File: config.mk
export PLATFORM = sky130hd
export DESIGN_NAME = approx_mul_seq
export DESIGN_NICKNAME = d
export VERILOG_FILES = /design/src/rtl/approx_mul_seq.sv
export SDC_FILE = /design/constraint.sdc
export NUM_CORES = 1
export LEC_CHECK = 0
export CORE_MARGIN = 5
export CORE_UTILIZATION = 49
export DETAILED_ROUTE_END_ITERATION = 12
export PLACE_DENSITY = 0.85
export SETUP_SLACK_MARGIN = 0.4
export SYNTH_ARGS = -nofsm -noshare
export SYNTH_HDL_FRONTEND = slang
export SYNTH_SLANG_ARGS = --single-unit
File: constraint.sdc
create_clock -name clk -period 2.6 [get_ports clk]
set_input_delay 0.52 -clock clk [delete_from_list [all_inputs] [get_ports clk]]
set_output_delay 0.52 -clock clk [all_outputs]
set_load 0.02 [all_outputs]
File: src/rtl/approx_mul_seq.sv
// Iterative shift-add unsigned multiplier with a per-operation exact/approximate select.
// Approximate mode drops partial-product columns [TRUNC_COLS-1:0] before accumulation.
`timescale 1ns/1ps
module approx_mul_seq #(
   parameter int WIDTH      = 9,
   parameter int TRUNC_COLS = 4
) (
   input  logic                 clk,
   input  logic                 rst,
   input  logic                 in_valid,
   output logic                 in_ready,
   input  logic [WIDTH-1:0]     in_a,
   input  logic [WIDTH-1:0]     in_b,
   input  logic                 in_approx,
   output logic                 out_valid,
   input  logic                 out_ready,
   output logic [2*WIDTH-1:0]   out_p,
   output logic                 out_approx
);

   localparam int PW = 2 * WIDTH;
   localparam int CW = $clog2(WIDTH + 1);
   localparam logic [PW-1:0] TRUNC_MASK = {PW{1'b1}} << TRUNC_COLS;

   typedef enum logic [1:0] {
      IDLE,
      BUSY,
      DONE
   } state_t;

   state_t          state, state_nxt;
   logic [PW-1:0]   a_sh;
   logic [WIDTH-1:0] b_sh;
   logic            approx_reg;
   logic [PW-1:0]   acc;
   logic [PW-1:0]   addend;
   logic [PW-1:0]   col_mask;
   logic [CW-1:0]   cnt;
   logic            last_step;

   // BUSY spends one extra cycle after the final add so DONE lands WIDTH+1 edges after accept.
   assign last_step = (cnt == CW'(WIDTH));
   assign col_mask  = approx_reg ? TRUNC_MASK : '1;
   assign addend    = b_sh[0] ? (a_sh & col_mask) : '0;

   always_ff @(posedge clk) begin
      if (rst) begin
         state <= IDLE;
      end else begin
         state <= state_nxt;
      end
   end

   always_comb begin
      state_nxt = state;
      in_ready  = 1'b0;
      out_valid = 1'b0;
      case (state)
         IDLE: begin
            in_ready = 1'b1;
            if (in_valid) begin
               state_nxt = BUSY;
            end
         end
         BUSY: begin
            if (last_step) begin
               state_nxt = DONE;
            end
         end
         DONE: begin
            out_valid = 1'b1;
            if (out_ready) begin
               state_nxt = IDLE;
            end
         end
         default: state_nxt = IDLE;
      endcase
   end

   always_ff @(posedge clk) begin
      if (rst) begin
         a_sh       <= '0;
         b_sh       <= '0;
         approx_reg <= 1'b0;
         acc        <= '0;
         cnt        <= '0;
      end else begin
         case (state)
            IDLE: begin
               if (in_valid) begin
                  a_sh       <= PW'(in_a);
                  b_sh       <= in_b;
                  approx_reg <= in_approx;
                  acc        <= '0;
                  cnt        <= '0;
               end
            end
            BUSY: begin
               if (!last_step) begin
                  acc  <= acc + addend;
                  a_sh <= a_sh << 1;
                  b_sh <= b_sh >> 1;
                  cnt  <= cnt + 1'b1;
               end
            end
            default: ;
         endcase
      end
   end

   assign out_p      = acc;
   assign out_approx = approx_reg;

endmodule

Word-level counts from Yosys, hierarchy flattened
Index checks and enable logic that the tools add are counted.

operators by class
  $add $sub $neg = 2
  multiply operators = 0
  divide/modulo/power cells = 0
  $lt $le $gt $ge = 0
  equality and inequality tests = 7
  shift operators = 0
  muxes and demuxes = 20
  bitwise logic cells = 1
  reductions and logical operators = 5

operators by type and width
  cell                                                                    number
  18-bit two-way mux                                                      5
  18-bit case mux with 2 select lines                                     2
  18-bit adder                                                            1
  18-bit bitwise AND                                                      1
  9-bit two-way mux                                                       2
  9-bit case mux with 2 select lines                                      1
  4-bit two-way mux                                                       3
  2-bit inequality test (second input constant)                           4
  4-bit case mux with 2 select lines                                      1
  2-bit two-way mux                                                       3
  2-bit case mux with 3 select lines                                      1
  3-bit AND reduction                                                     2
  4-bit by 1-bit adder with 4-bit output (second input constant)          1
  4-bit equality test (second input constant)                             1
  2-bit by 1-bit equality test with 1-bit output (second input constant)  1
  2-bit equality test (second input constant)                             1
  2-bit zero test                                                         1
  1-bit two-way mux                                                       2
  2-bit AND reduction                                                     1
  2-bit nonzero test                                                      1

storage, ports and cells
  register bits after elaboration = 52
  latch bits = 0
  bits in writable memories = 0
  memory bits (read-only) = 0
  input bits = 23
  memories = 0

Longest topological paths before layout
  depth in word-level cells = 6
  gate-level depth with buffers = 12
  mapped depth without buffers = 12

Worst setup path after synthesis
No wires, ideal clock.

  path kind = reg2reg
  start = register approx_reg, in the netlist out_approx
  end = register acc[17], in the netlist out_p[17]
  data arrival time = 2,479 ps
  required time = 2,472 ps
  setup slack = -7 ps
  stages on the path, launching flop included = 12
  path through = dfxtp_1 > nor2b_1 > nand2_1 > inv_1 > ha_1 > a211oi_1 > nor4b_2 > o311ai_2 > mux2_4 > o21a_1 > o21ai_1 > o41ai_1

between the ends
  longest elaborated chain between the ends = 6

ends and longest elaborated chain
  what                                 RTL line  source
  start, declared                      34        logic approx_reg;
  start signal, assigned               93        approx_reg <= in_approx;
  4-bit two-way mux                    43        assign col_mask = approx_reg ? TRUNC_MASK : '1;
  18-bit bitwise AND                   44        assign addend = b_sh[0] ? (a_sh & col_mask) : '0;
  18-bit two-way mux                   44
  18-bit adder                         100       acc <= acc + addend;
  18-bit two-way mux                   99        if (!last_step) begin
  18-bit case mux with 2 select lines  88        case (state)
  end signal, assigned                 100
  end, declared                        35        logic [PW-1:0] acc;

No other way between the ends. The select of a mux whose other input is x is not followed.
A chain may end at the register's enable or synchronous reset.

Worst setup path in the final report
  start = register b_sh[0]
  end = register acc[8], in the netlist out_p[8]

between the ends
  longest elaborated chain between the ends = 4

ends and longest elaborated chain
  what                                 RTL line  source
  start, declared                      33        logic [WIDTH-1:0] b_sh;
  start signal, assigned               92        b_sh <= in_b;
  start signal, assigned               102       b_sh <= b_sh >> 1;
  18-bit two-way mux                   44
  18-bit adder                         100
  18-bit two-way mux                   99
  18-bit case mux with 2 select lines  88

No other way between the ends. The select of a mux whose other input is x is not followed.

==> flow_metrics.env <==
export IMPL_finalHoldViolations=0
export IMPL_grt_pass1_wl_um=12900
export IMPL_drt_iter0_drc=208
export IMPL_tightest_slew_ns=0.656
export IMPL_numCtsBuffers=5
export IMPL_vias=2960
export IMPL_ys_seq_elements=52
export IMPL_core_area_um2=5960
export IMPL_yosysMostFrequentCell="nand2_1"
export IMPL_clock_skew_ns=0.0104
export IMPL_min_from="a_sh[15]"
export IMPL_grt_pass1_vias=2899
export IMPL_yosys_top_cells_area="dfxtp_1 35%, nand2_1 8.2%, ha_1 7.9%"
export IMPL_finalCriticalPeriod_ns=2.52
export IMPL_setup_viol=0
export IMPL_drt_vias_per_instance=5.78
export IMPL_p_switching_uw=513
export IMPL_relSlewSlack=0.562
export IMPL_antenna_left=0
export IMPL_synth_area_um2=3010
export IMPL_wire_per_inst_um=15.6
export IMPL_pre_cts_ws_ns=0.0398
export IMPL_clock_sinks=52
export IMPL_synth_edf_count=0
export IMPL_ys_top_cells_by_count="66 x nand2_1, 52 x dfxtp_1, 40 x nor2_1"
export IMPL_yosysSeqAreaShare=0.346
export IMPL_holdPathStages=2
export IMPL_post_route_period_util=0.971
export IMPL_dpl_hpwl_um=5360
export IMPL_synth_cells=385
export IMPL_portBuffers=43
export IMPL_track_usage=0.207
export IMPL_placed_cells=493
export IMPL_grt_ovfl_total=0
export IMPL_clockBufferDepth=2
export IMPL_place_gp_congestion=0.865
export IMPL_initial_core_util=0.505
export IMPL_min_delay_path_class="flop to flop"
export IMPL_rows=28
export IMPL_antenna_cells=0
export IMPL_clock_fmax_mhz=396
export IMPL_syn_num_nets=428
export IMPL_critical_path_arrival_ns=2.74
export IMPL_worstSetupStartpointType="flop"
export IMPL_dr_pass1_iters=4
export IMPL_cts_root_buf="clkbuf_8"
export IMPL_p_clk_frac=0.294
export IMPL_r2r_end="out_p[8]"
export IMPL_synth_top_cell_area_share=0.346
export IMPL_max_cap_violations=0
export IMPL_critPathMaxFanout=5
export IMPL_fp_dieH_um=88.3
export IMPL_power_density_nw_per_um2=431
export IMPL_ios=44
export IMPL_setup_slack_ns=0.0760
export IMPL_insertion_delay_ns=0.31
export IMPL_r2r_slack_ns=0.08
export IMPL_synthFlopType="dfxtp_1"
export IMPL_maxSlewViolCount=0
export IMPL_wirelength_um=7990
export IMPL_swShare=0.305
export IMPL_end_kind="flop"
export IMPL_cts_tree="built"
export IMPL_r2r_worst_path_cells=12
export IMPL_outcome="finished, final reports clean"
export IMPL_p_int_mw=1.17
export IMPL_place_area_um2=3560
export IMPL_yosysUniqueCellTypes=51
export IMPL_seqPwrFrac=0.522
export IMPL_syn_avg_cell_area_um2=7.81
export IMPL_finalInstanceArea_um2=3900
export IMPL_drive_gt1_frac=0.156
export IMPL_fin_tns_setup_ns=0
export IMPL_synth_top_cell_by_area="dfxtp_1"
export IMPL_antenna_found_initial=0
export IMPL_power_frac_comb=0.184
export IMPL_drc=0
export IMPL_peakVddDrop_mv=0.423
export IMPL_rr_startpoint="b_sh[0]"
export IMPL_die_area_um2=7800
export IMPL_fp_dieW_um=88.3
export IMPL_grt_start_max_net_pins=43
export IMPL_ctsHoldBuffers=0
export IMPL_required_ns=2.82
export IMPL_yosysWarnings=0
export IMPL_path_class="flop to flop"
export IMPL_hold_end="a_sh[16]"
export IMPL_instances_no_fill=512
export IMPL_p_leak_nw=1.50
export IMPL_clkSlewWorstSetupHoldPaths_ns=0.11
export IMPL_htree_levels=2
export IMPL_final_net_count=479
export IMPL_rsz0062_at_grt="true"
export IMPL_synthToLayoutAreaGrowth_pct=29.9
export IMPL_async_flop_share=0
## routing by layer
metal | GRT usage | part of all wire | up-vias | wire length, um
li1 | - | - | 1462 | -
met2 | 0.354 | 0.50 | 92 | 4030
met4 | 0.106 | 0.030 | 0 | 240
met5 | 0 | 0 | - | 0
met3 | 0.0363 | 0.040 | 25 | 322
met1 | 0.248 | 0.43 | 1381 | 3400
## kinds of logic after synthesis
group	share of synthesized area
fa+ha+maj	0.0858
buf+inv	0.0421
simple gates	0.268
xor+xnor	0.0321
flops	0.346
mux	0.00499
compound gates	0.221
## power groups by stage
stage / Combinational, mW / Sequential [mW] / Clock, mW
floorplan: 0.187 / 0.886 / 0
global placement: 0.285 / 0.891 / 0
CTS: 0.301 / 0.875 / 0.496
global route: 0.343 / 0.882 / 0.533
detailed placement: 0.291 / 0.892 / 0
finish: 0.310 / 0.877 / 0.494
## worst max-delay path by stage
stage	startpoint	to	slack, ns	depth (start not counted)
finish	b_sh[0]	out_p[8]	0.08	12
global route	b_sh[0]	out_p[8]	-0.008	12
CTS	b_sh[0]	out_p[8]	0.14	10
detailed placement	b_sh[0]	out_p[17]	0.04	11
global placement	b_sh[0]	out_p[17]	0.13	11
floorplan	b_sh[0]	out_p[8]	0.21	12
## layout make-up
| class | count | area, um2 |
|---|---|---|
| Tap cell | 75 | 93.8 |
| Sequential cell | 52 | 1050 |
| Fill cell | 484 | 2050 |
| Clock buffer | 5 | 68.8 |
| Inverter | 10 | 37.5 |
| Multi-Input combinational cell | 303 | 2040 |
| Timing Repair Buffer | 64 | 594 |
| Clock inverter | 3 | 26.3 |
## registers in the layout, indices dropped and copies added (netlist names)
signal,cells
a_sh,18
out_p,18
b_sh,9
cnt,4
state,2
out_approx,1
## metrics by stage
step | power [mW] | hold WS, ns | util
after global placement | 1.18 | 0.452 | 0.597
final | 1.68 | 0.473 | 0.655
after floorplan | 1.07 | 0.441 | -
after global routing | 1.76 | 0.490 | 0.655
after detailed placement | 1.18 | 0.459 | 0.597
after CTS | 1.67 | 0.476 | 0.639
## placed cells by master (no fill, tap or decap), types with 6 or more instances in the layout
master,count
o21ai_1,7
clkdlybuf4s50_1,42
ha_1,12
buf_4,20
nor2_1,39
xor2_1,6
a21oi_1,24
o21ai_0,7
nor3_1,9
and2_1,15
a311oi_1,16
dfxtp_1,50
nand2_1,65
inv_1,8
ha_4,6
nand3_1,17
## critical path, stage by stage, from the launching register on
cell,delay [ns]
dfxtp_2,0.35
nor2b_4,0.14
and2_4,0.14
ha_4,0.16
inv_2,0.06
fa_2,0.23
nor2b_4,0.05
o31a_1,0.29
o21ai_2,0.15
a21boi_1,0.09
o21a_1,0.21
or3_1,0.33
a32o_1,0.25
## repair_timing
item,in CTS,in global routing
resized for setup,22,17
pin swaps,11,17
buffers inserted,7,4
setup endpoints to repair,12,14
(Power assumes the default switching activity.)
